`config.mk`:
```
export PLATFORM = sky130hd
export DESIGN_NAME = simd_product_accumulator_flat
export DESIGN_NICKNAME = d
export VERILOG_FILES = /design/src/rtl/simd_product_accumulator_if.sv /design/src/rtl/simd_product_accumulator.sv /design/src/flat_wrapper.sv
export SDC_FILE = /design/constraint.sdc
export NUM_CORES = 1
export LEC_CHECK = 0
export CAP_MARGIN = 20
export CELL_PAD_IN_SITES_DETAIL_PLACEMENT = 1
export CELL_PAD_IN_SITES_GLOBAL_PLACEMENT = 1
export CORE_ASPECT_RATIO = 1.2
export CORE_MARGIN = 2
export CORE_UTILIZATION = 41
export CTS_CLUSTER_DIAMETER = 150
export DETAILED_ROUTE_END_ITERATION = 7
export PLACE_DENSITY = 0.86
export SLEW_MARGIN = 20
export SYNTH_ARGS = -nofsm -noshare
export SYNTH_HDL_FRONTEND = slang
export SYNTH_SLANG_ARGS = --single-unit
```
`constraint.sdc`:
```
create_clock -name clk -period 4.4 [get_ports clk]
set_input_delay 0.88 -clock clk [delete_from_list [all_inputs] [get_ports clk]]
set_output_delay 0.88 -clock clk [all_outputs]
set_load 0.02 [all_outputs]
```
`src/rtl/simd_product_accumulator_if.sv`:
```
// Handshake bundle between the chopped multiplier, the product accumulator and its consumer.
interface simd_product_accumulator_if #(
    parameter int IN_WIDTH  = 24,
    parameter int ACC_WIDTH = 48
);
    logic                 in_valid;
    logic                 in_ready;
    logic [IN_WIDTH-1:0]  in_data;
    logic                 in_signed;
    logic                 HALF_1;
    logic                 in_first;
    logic                 in_last;
    logic                 out_valid;
    logic                 out_ready;
    logic [ACC_WIDTH-1:0] out_data;
    logic [1:0]           overflow;

    // Producer/consumer side.
    modport master (
        output in_valid, in_data, in_signed, HALF_1, in_first, in_last, out_ready,
        input  in_ready, out_valid, out_data, overflow
    );

    // Accumulator side.
    modport slave (
        input  in_valid, in_data, in_signed, HALF_1, in_first, in_last, out_ready,
        output in_ready, out_valid, out_data, overflow
    );
endinterface

```
`src/rtl/simd_product_accumulator.sv`:
```
// Two-stage product accumulator: S1 extends the product per mode, S2 accumulates
// (whole word or two carry-isolated lanes), then a result register holds each
// completed group together with its sticky overflow flags.
module simd_product_accumulator #(
    parameter int IN_WIDTH  = 24,
    parameter int ACC_WIDTH = 48
) (
    input  logic                       clk,
    input  logic                       reset,
    simd_product_accumulator_if.slave  bus
);
    localparam int LANE_IN  = IN_WIDTH / 2;
    localparam int LANE_ACC = ACC_WIDTH / 2;

    typedef logic [ACC_WIDTH-1:0] acc_t;

    // Full mode extends the whole product; lane mode extends each half on its own.
    function automatic acc_t extend(input logic [IN_WIDTH-1:0] d, input logic sgn, input logic half);
        acc_t              r;
        logic [LANE_IN-1:0] l0;
        logic [LANE_IN-1:0] l1;
        l0 = d[LANE_IN-1:0];
        l1 = d[IN_WIDTH-1:LANE_IN];
        if (half) begin
            r = {{(LANE_ACC-LANE_IN){sgn & l1[LANE_IN-1]}}, l1,
                 {(LANE_ACC-LANE_IN){sgn & l0[LANE_IN-1]}}, l0};
        end else begin
            r = {{(ACC_WIDTH-IN_WIDTH){sgn & d[IN_WIDTH-1]}}, d};
        end
        return r;
    endfunction

    logic       mode_q, mode_d;
    logic       s1_valid_q, s1_valid_d;
    acc_t       s1_op_q, s1_op_d;
    logic       s1_first_q, s1_first_d;
    logic       s1_last_q, s1_last_d;
    logic       s1_half_q, s1_half_d;
    logic       s1_signed_q, s1_signed_d;
    acc_t       acc_q, acc_d;
    logic [1:0] ovf_q, ovf_d;
    logic       s2_done_q, s2_done_d;
    logic       out_valid_q, out_valid_d;
    acc_t       out_data_q, out_data_d;
    logic [1:0] overflow_q, overflow_d;

    logic                stall;
    logic                mode_eff;
    logic                restart;
    acc_t                base;
    logic [1:0]          ovf_base;
    logic [ACC_WIDTH:0]  sum_full;
    logic [LANE_ACC:0]   sum_lo;
    logic [LANE_ACC:0]   sum_hi;
    acc_t                sum;
    logic [1:0]          ovf_new;
    logic                ovf_lo;
    logic                ovf_hi;
    logic                ovf_f;

    // Adder: a group opener or the beat right after a closed group starts from zero.
    always_comb begin
        restart  = s1_first_q | s2_done_q;
        base     = restart ? '0 : acc_q;
        ovf_base = restart ? 2'b00 : ovf_q;
        sum_full = {1'b0, base} + {1'b0, s1_op_q};
        sum_lo   = {1'b0, base[LANE_ACC-1:0]} + {1'b0, s1_op_q[LANE_ACC-1:0]};
        sum_hi   = {1'b0, base[ACC_WIDTH-1:LANE_ACC]} + {1'b0, s1_op_q[ACC_WIDTH-1:LANE_ACC]};
        ovf_lo   = 1'b0;
        ovf_hi   = 1'b0;
        ovf_f    = 1'b0;
        if (s1_half_q) begin
            sum = {sum_hi[LANE_ACC-1:0], sum_lo[LANE_ACC-1:0]};
            if (s1_signed_q) begin
                ovf_lo = (s1_op_q[LANE_ACC-1] == base[LANE_ACC-1]) &&
                         (sum_lo[LANE_ACC-1] != s1_op_q[LANE_ACC-1]);
                ovf_hi = (s1_op_q[ACC_WIDTH-1] == base[ACC_WIDTH-1]) &&
                         (sum_hi[LANE_ACC-1] != s1_op_q[ACC_WIDTH-1]);
            end else begin
                ovf_lo = sum_lo[LANE_ACC];
                ovf_hi = sum_hi[LANE_ACC];
            end
            ovf_new = ovf_base | {ovf_hi, ovf_lo};
        end else begin
            sum = sum_full[ACC_WIDTH-1:0];
            if (s1_signed_q) begin
                ovf_f = (s1_op_q[ACC_WIDTH-1] == base[ACC_WIDTH-1]) &&
                        (sum_full[ACC_WIDTH-1] != s1_op_q[ACC_WIDTH-1]);
            end else begin
                ovf_f = sum_full[ACC_WIDTH];
            end
            ovf_new = ovf_base | {1'b0, ovf_f};
        end
    end

    // Next state: the pipe only freezes when a finished group cannot enter a full output register.
    always_comb begin
        mode_d      = mode_q;
        s1_valid_d  = s1_valid_q;
        s1_op_d     = s1_op_q;
        s1_first_d  = s1_first_q;
        s1_last_d   = s1_last_q;
        s1_half_d   = s1_half_q;
        s1_signed_d = s1_signed_q;
        acc_d       = acc_q;
        ovf_d       = ovf_q;
        s2_done_d   = s2_done_q;
        out_valid_d = out_valid_q;
        out_data_d  = out_data_q;
        overflow_d  = overflow_q;

        stall    = out_valid_q & ~bus.out_ready & s2_done_q;
        mode_eff = bus.in_first ? bus.HALF_1 : mode_q;

        if (!stall) begin
            s1_valid_d = bus.in_valid;
            if (bus.in_valid) begin
                s1_op_d     = extend(bus.in_data, bus.in_signed, mode_eff);
                s1_first_d  = bus.in_first;
                s1_last_d   = bus.in_last;
                s1_half_d   = mode_eff;
                s1_signed_d = bus.in_signed;
                mode_d      = mode_eff;
            end

            s2_done_d = s1_valid_q & s1_last_q;
            if (s1_valid_q) begin
                acc_d = sum;
                ovf_d = ovf_new;
            end else if (s2_done_q) begin
                acc_d = '0;
                ovf_d = 2'b00;
            end

            if (s2_done_q) begin
                out_valid_d = 1'b1;
                out_data_d  = acc_q;
                overflow_d  = ovf_q;
            end else if (bus.out_ready) begin
                out_valid_d = 1'b0;
            end
        end
    end

    // State registers.
    always_ff @(posedge clk or posedge reset) begin
        if (reset) begin
            mode_q      <= 1'b0;
            s1_valid_q  <= 1'b0;
            s1_op_q     <= '0;
            s1_first_q  <= 1'b0;
            s1_last_q   <= 1'b0;
            s1_half_q   <= 1'b0;
            s1_signed_q <= 1'b0;
            acc_q       <= '0;
            ovf_q       <= 2'b00;
            s2_done_q   <= 1'b0;
            out_valid_q <= 1'b0;
            out_data_q  <= '0;
            overflow_q  <= 2'b00;
        end else begin
            mode_q      <= mode_d;
            s1_valid_q  <= s1_valid_d;
            s1_op_q     <= s1_op_d;
            s1_first_q  <= s1_first_d;
            s1_last_q   <= s1_last_d;
            s1_half_q   <= s1_half_d;
            s1_signed_q <= s1_signed_d;
            acc_q       <= acc_d;
            ovf_q       <= ovf_d;
            s2_done_q   <= s2_done_d;
            out_valid_q <= out_valid_d;
            out_data_q  <= out_data_d;
            overflow_q  <= overflow_d;
        end
    end

    assign bus.in_ready  = ~stall;
    assign bus.out_valid = out_valid_q;
    assign bus.out_data  = out_data_q;
    assign bus.overflow  = overflow_q;
endmodule

```
`src/flat_wrapper.sv`:
```
// flat-port wrapper written by rule: the top's interface ports become plain ports
module simd_product_accumulator_flat 
#(
    parameter int IN_WIDTH  = 24,
    parameter int ACC_WIDTH = 48
)
  (clk, reset, bus_in_valid, bus_in_data, bus_in_signed, bus_HALF_1, bus_in_first, bus_in_last, bus_out_ready, bus_in_ready, bus_out_valid, bus_out_data, bus_overflow);
  simd_product_accumulator_if #(.IN_WIDTH(IN_WIDTH), .ACC_WIDTH(ACC_WIDTH)) bus_i ();
  input  logic clk;
  input  logic reset;
  input wire logic [$bits(bus_i.in_valid)-1:0] bus_in_valid;
  input wire logic [$bits(bus_i.in_data)-1:0] bus_in_data;
  input wire logic [$bits(bus_i.in_signed)-1:0] bus_in_signed;
  input wire logic [$bits(bus_i.HALF_1)-1:0] bus_HALF_1;
  input wire logic [$bits(bus_i.in_first)-1:0] bus_in_first;
  input wire logic [$bits(bus_i.in_last)-1:0] bus_in_last;
  input wire logic [$bits(bus_i.out_ready)-1:0] bus_out_ready;
  output wire logic [$bits(bus_i.in_ready)-1:0] bus_in_ready;
  output wire logic [$bits(bus_i.out_valid)-1:0] bus_out_valid;
  output wire logic [$bits(bus_i.out_data)-1:0] bus_out_data;
  output wire logic [$bits(bus_i.overflow)-1:0] bus_overflow;
  assign bus_i.in_valid = bus_in_valid;
  assign bus_i.in_data = bus_in_data;
  assign bus_i.in_signed = bus_in_signed;
  assign bus_i.HALF_1 = bus_HALF_1;
  assign bus_i.in_first = bus_in_first;
  assign bus_i.in_last = bus_in_last;
  assign bus_i.out_ready = bus_out_ready;
  assign bus_in_ready = bus_i.in_ready;
  assign bus_out_valid = bus_i.out_valid;
  assign bus_out_data = bus_i.out_data;
  assign bus_overflow = bus_i.overflow;
  simd_product_accumulator #(.IN_WIDTH(IN_WIDTH), .ACC_WIDTH(ACC_WIDTH)) u_core (.clk(clk), .reset(reset), .bus(bus_i));
endmodule
```
==> impl_metrics.env, run 1 <==
export IMPL_synth_edf_count=0
export IMPL_status="finished clean"
export IMPL_mostFrequentLayoutCell="dfrtp_1"
export IMPL_ys_ff_latch=144
export IMPL_hold_viol_final=0
export IMPL_path_max_fanout=15
export IMPL_slew_headroom=0.406
export IMPL_timing_final_ws_setup_ps=429
export IMPL_syn_area_sq_um=8690
export IMPL_synthToLayoutAreaGrowth_pct=19.8
export IMPL_crit_path_frequent_cell="o21ai_0"
export IMPL_synth_top_area_cell="dfrtp_1"
export IMPL_nNetsFinal=1063
export IMPL_ant_nets=0
export IMPL_worst_hold_path_type="reg -> reg"
export IMPL_wl_mm=25.2
export IMPL_setup_violations=0
export IMPL_syn_avg_cell_area_sq_um=9.49
export IMPL_whs_path_depth=2
export IMPL_synthCells=915
export IMPL_worstPathRequired_ps=4680
export IMPL_syn_nets=997
export IMPL_crit_chain="nor2_2 > buf_4 > and2_1 > ha_1 > a21oi_1 > o21ai_0 > a221oi_1 > o21ai_0 > nor2_2 > o31ai_4 > a221oi_1 > xor2_1 > o21ai_0"
export IMPL_clock_fmax_ghz=0.252
export IMPL_fin_util=0.498
export IMPL_vias=7258
export IMPL_r2r_cells=13
export IMPL_cp_slowest_cell="nor2_2"
export IMPL_numCtsBuffers=17
export IMPL_synth_warnings=0
export IMPL_place_congestion=0.919
export IMPL_arrival_ps=4250
export IMPL_multi_input_area_sq_um=4840
export IMPL_ys_types=69
export IMPL_post_cts_buffers=0
export IMPL_grt_pass1_vias=7920
export IMPL_placed_area_sq_um=9800
export IMPL_fin_tns_setup_ps=0
export IMPL_leakage_nw=4.72
export IMPL_finalCritPeriodShare=0.902
export IMPL_grt_pass1_wl_mm=41.4
export IMPL_cp_start_kind="flop"
export IMPL_path_class="reg -> reg"
export IMPL_seq_area_sq_um=3600
export IMPL_cap_violations=0
export IMPL_ir_drop_uv=309
export IMPL_crit_path_end_kind="flop"
export IMPL_antenna_found_initial=0
export IMPL_final_cell_mix="144 x dfrtp_1, 110 x nand2_1, 94 x o21ai_0"
export IMPL_clk_latency_ps=440
export IMPL_fin_area_sq_um=10400
export IMPL_htreeDepth=4
export IMPL_overflow=0
export IMPL_worst_pin_slew_ps=888
export IMPL_drive_gt1_frac=0.132
export IMPL_cts_tree="done"
export IMPL_core_area_sq_um=20900
export IMPL_vias_per_cell=5.74
export IMPL_finClkSkew_ps=12.1
export IMPL_max_stage_delay_ps=520
export IMPL_ys_seq_area_frac=0.415
export IMPL_synth_top_area_share=0.415
export IMPL_pre_cts_slack_ps=477
export IMPL_synthArstFlopShare=1.00
export IMPL_clk_path_buf_depth=2
export IMPL_rows=58
export IMPL_cts_resized=0
export IMPL_die_height_microns=163
export IMPL_fillers=2346
export IMPL_grt_setup_unrepaired="false"
export IMPL_firstDrtPassIters=4
export IMPL_post_route_min_period_ps=3970
export IMPL_pwr_density_cell_nw_per_um2=578
export IMPL_postSynth_topFlopCell="dfrtp_1"
export IMPL_dpl_hpwl_mm=18.3
export IMPL_drt_iter0_drc=329
export IMPL_grt_max_degree=58
export IMPL_drc=0
export IMPL_start_util=0.416
export IMPL_routedWlPerCell_microns=19.9
export IMPL_port_buffers=83
export IMPL_grt_use_total=0.238
export IMPL_path_clk_slew_ps=70
export IMPL_synthTopCellsByArea="dfrtp_1 41%, mux2_2 8.4%, ha_1 6.9%, o21ai_0 5.5%, nand2_1 4.8%"
export IMPL_finalMaxSlewViolations=0
export IMPL_root_buffer="clkbuf_16"
export IMPL_io_pins=84
export IMPL_dieArea_sq_um=22400
export IMPL_fp_dieW_microns=137
export IMPL_cts_sinks=144
export IMPL_diodes=0
export IMPL_holdBufCountCts=0
per-layer routing:
layer,up-vias,GRT usage,part of all wire
li1,3397,-,-
met1,3674,0.279,0.41
met2,134,0.427,0.53
met3,53,0.0351,0.026
met4,0,0.102,0.036
met5,-,0,0
worst max-delay path, delay by kind of cell, from the launching register on:
kind	cells	cell delay [ps]
AND/OR/NAND/NOR	3	940
flip-flops	1	460
adder cells (fa/ha/maj)	1	300
XOR/XNOR	1	190
buffers and inverters	1	310
AO/OA/AOI/OAI	7	1610
kinds of logic after synthesis:
group / Yosys count / synth area share
AO/OA/AOI/OAI: 284 / 0.204
XOR/XNOR: 44 / 0.0444
adder cells (fa/ha/maj): 50 / 0.0738
buffers and inverters: 68 / 0.0304
flip-flops: 144 / 0.415
multiplexers: 69 / 0.0889
AND/OR/NAND/NOR: 256 / 0.144
registers in the layout, indices dropped and copies added, names as in the netlist:
name	flops
u_core.s2_done_q	1
u_core.s1_valid_q	1
u_core.mode_q	1
u_core.ovf_q	2
u_core.s1_first_q	1
u_core.bus.out_data	48
u_core.s1_op_q	37
u_core.s1_last_q	1
u_core.acc_q	48
u_core.bus.out_valid	1
u_core.s1_signed_q	1
u_core.bus.overflow	2
cell type report:
class / instances / share of cell area
flip-flops and latches: 144 / 0.346
clock buffers: 17 / 0.0409
clock inverters: 15 / 0.0157
well taps: 270 / 0.0325
inverters: 19 / 0.00721
repair buffers: 96 / 0.0928
multi-input cells: 703 / 0.465
final timing paths:
check                      slack (ps)                      end              from
setup / recovery                  430         u_core.acc_q[30]  u_core.s2_done_q
hold / removal                    490         u_core.s2_done_q  u_core.s1_last_q
min in group asynchronous         760  u_core.bus.out_data[44]             reset
max in group asynchronous        2790  u_core.bus.out_data[13]             reset
setup reg to reg                  430         u_core.acc_q[30]  u_core.s2_done_q
hold reg to reg                   490         u_core.s2_done_q  u_core.s1_last_q
report_power, final:
| group | switching [mW] | total [mW] | internal, mW |
|---|---|---|---|
| Sequential | 0.344 | 2.12 | 1.78 |
| Combinational | 1.32 | 2.42 | 1.09 |
| Clock | 0.667 | 1.47 | 0.806 |
Yosys cell counts, types with 5 or more instances:
cell      count
dfrtp_1     144
nand2_1     112
o21ai_0      95
a21oi_1      82
mux2_2       65
and2_1       50
ha_1         48
clkbuf_1     36
a21o_1       32
nor2_1       27
xor2_1       23
xnor2_1      21
inv_1        19
nand4_1      12
nor3_1       11
nand3_1      10
o21bai_1     10
buf_1         8
and3_1        7
o21a_1        7
a31oi_1       6
nand2b_1      6
o21ai_1       6
a211oi_1      5
nor2b_1       5
through the flow:
step	hold slack (ps)	instances	power (mW)
6_report	490	1264	6.01
3_5_place_dp	476	1231	4.54
5_1_grt	510	1264	6.36
4_1_cts	493	1263	6.06
2_1_floorplan	445	915	3.58
3_3_place_gp	469	1231	4.44
(Power assumes the default switching activity.)
==> inputs of run 2 (changes only) <==
==> constraint.sdc (replaced) <==
create_clock -name clk -period 4.4 [get_ports clk]
set_input_delay 0.88 -clock clk [delete_from_list [all_inputs] [get_ports clk]]
set_output_delay 0.88 -clock clk [all_outputs]
set_load 0.05 [all_outputs]
==> impl_metrics.env, run 2 (synthesized netlist as in run 1, its figures left out) <==
export IMPL_status="finished clean"
export IMPL_cts_resized=0
export IMPL_cts_sinks=144
export IMPL_clk_latency_ps=440
export IMPL_path_clk_slew_ps=70
export IMPL_crit_path_end_kind="flop"
export IMPL_grt_pass1_vias=7908
export IMPL_post_cts_buffers=0
export IMPL_arrival_ps=4260
export IMPL_finalCritPeriodShare=0.898
export IMPL_routedWlPerCell_microns=20.2
export IMPL_fin_tns_setup_ps=0
export IMPL_cts_tree="done"
export IMPL_leakage_nw=4.71
export IMPL_wl_mm=25.5
export IMPL_worst_hold_path_type="reg -> reg"
export IMPL_htreeDepth=4
export IMPL_clk_path_buf_depth=2
export IMPL_cp_startpoint="u_core.s2_done_q"
export IMPL_finClkSkew_ps=11.0
export IMPL_core_area_sq_um=20900
export IMPL_antenna_found_initial=0
export IMPL_firstDrtPassIters=5
export IMPL_holdBufCountCts=0
export IMPL_place_congestion=0.914
export IMPL_post_place_cells=1231
export IMPL_io_pins=84
export IMPL_grt_setup_unrepaired="false"
export IMPL_final_cell_mix="144 x dfrtp_1, 110 x nand2_1, 94 x o21ai_0"
export IMPL_worstReg2RegStart="u_core.s2_done_q"
export IMPL_numCtsBuffers=17
export IMPL_cpLargestDelayFamily="compound AO/OA/AOI/OAI gates"
export IMPL_path_buf_inv=0
export IMPL_synthToLayoutAreaGrowth_pct=19.5
export IMPL_grt_use_total=0.240
export IMPL_dpl_hpwl_mm=18.5
export IMPL_post_route_min_period_ps=3950
export IMPL_overflow=0
export IMPL_hold_viol_final=0
export IMPL_worstPathRequired_ps=4710
export IMPL_grt_pass1_wl_mm=41.6
export IMPL_cp_endpoint="u_core.acc_q[20]"
export IMPL_setup_violations=0
export IMPL_rows=58
export IMPL_drive_gt1_frac=0.131
export IMPL_crit_chain="nor2_2 > and2_1 > ha_1 > a2111oi_0 > o21ai_1 > nand3_2 > a21oi_1 > nor2b_1 > o21ai_0 > a21oi_1 > xor2_1 > o21ai_0"
export IMPL_root_buffer="clkbuf_16"
export IMPL_cp_start_kind="flop"
export IMPL_vias_per_cell=5.76
export IMPL_pwr_density_cell_nw_per_um2=623
export IMPL_max_stage_delay_ps=670
export IMPL_layoutNonFillerInstCount=1263
export IMPL_drc=0
export IMPL_fp_dieW_microns=137
export IMPL_path_class="reg -> reg"
export IMPL_reg2reg_to="u_core.acc_q[20]"
export IMPL_cp_slowest_cell="a2111oi_0"
export IMPL_grt_max_degree=61
export IMPL_path_max_fanout=16
export IMPL_fin_util=0.497
export IMPL_nNetsFinal=1062
export IMPL_finalMaxSlewViolations=0
export IMPL_reg2reg_slack_ps=450
export IMPL_worst_pin_slew_ps=981
export IMPL_drt_iter0_drc=360
export IMPL_cp_depth=12
export IMPL_start_util=0.416
export IMPL_ant_nets=0
export IMPL_ir_drop_uv=329
export IMPL_vias=7273
export IMPL_r2r_cells=12
export IMPL_slew_headroom=0.342
export IMPL_diodes=0
export IMPL_dieArea_sq_um=22400
export IMPL_mostFrequentLayoutCell="dfrtp_1"
export IMPL_port_buffers=83
export IMPL_cap_violations=0
export IMPL_die_height_microns=163
export IMPL_clock_fmax_ghz=0.253
## run 2: cell types whose count changed in the layout (fill, tap and decap cells not counted)
| cell | before | now |
|---|---|---|
| clkinv_2 | 1 | 0 |
| clkinv_4 | 1 | 0 |
| buf_12 | 3 | 2 |
| clkinv_8 | 1 | 2 |
| clkinvlp_4 | 3 | 2 |
| bufinv_16 | 1 | 0 |
| inv_8 | 4 | 5 |
| inv_6 | 5 | 7 |
## run 2: per-stage QoR
step	power [mW]	hold WS (ps)	instance area (sq um)	setup WS [ps]
finish	6.47	494	10400	449
global route	6.84	515	10400	170
CTS	6.53	498	10400	479
detailed placement	5.03	480	9800	536
global placement	4.93	469	9800	663
floorplan	4.07	445	8690	1210
## run 2: report_power, final
group	leakage (nW)	switching, mW	internal [mW]	total, mW
logic	2.59	1.83	1.09	2.91
clock network	0.285	0.683	0.762	1.44
registers	1.83	0.337	1.78	2.12
## run 2: area by class of cell
class	instances	area (sq um)
sequential	144	3600
timing repair buffer	95	946
inverter	19	75.1
clock buffer	17	425
multi-input combinational	703	4840
fill	2388	10500
tap	270	338
clock inverter	15	158
## run 2: layer usage
layer / routed length, microns / up-vias / GRT usage
li1: - / 3396 / -
met1: 10200 / 3606 / 0.277
met2: 13100 / 196 / 0.418
met3: 853 / 75 / 0.0410
met4: 1290 / 0 / 0.132
met5: 0 / - / 0
## run 2: worst min-delay path: stages (launching register included)
cell and delay [ps]:
dfrtp_1 350, nand2_1 50, o21ai_0 60
## run 2: how the worst min path moves through the flow
stage               depth (start not counted)                 end                from
floorplan                                   2    u_core.s2_done_q    u_core.s1_last_q
global placement                            2    u_core.s2_done_q    u_core.s1_last_q
detailed placement                          2    u_core.s2_done_q    u_core.s1_last_q
CTS                                         2    u_core.s2_done_q    u_core.s1_last_q
global route                                2    u_core.s2_done_q    u_core.s1_last_q
finish                                      2  u_core.s1_op_q[27]  u_core.s1_op_q[27]
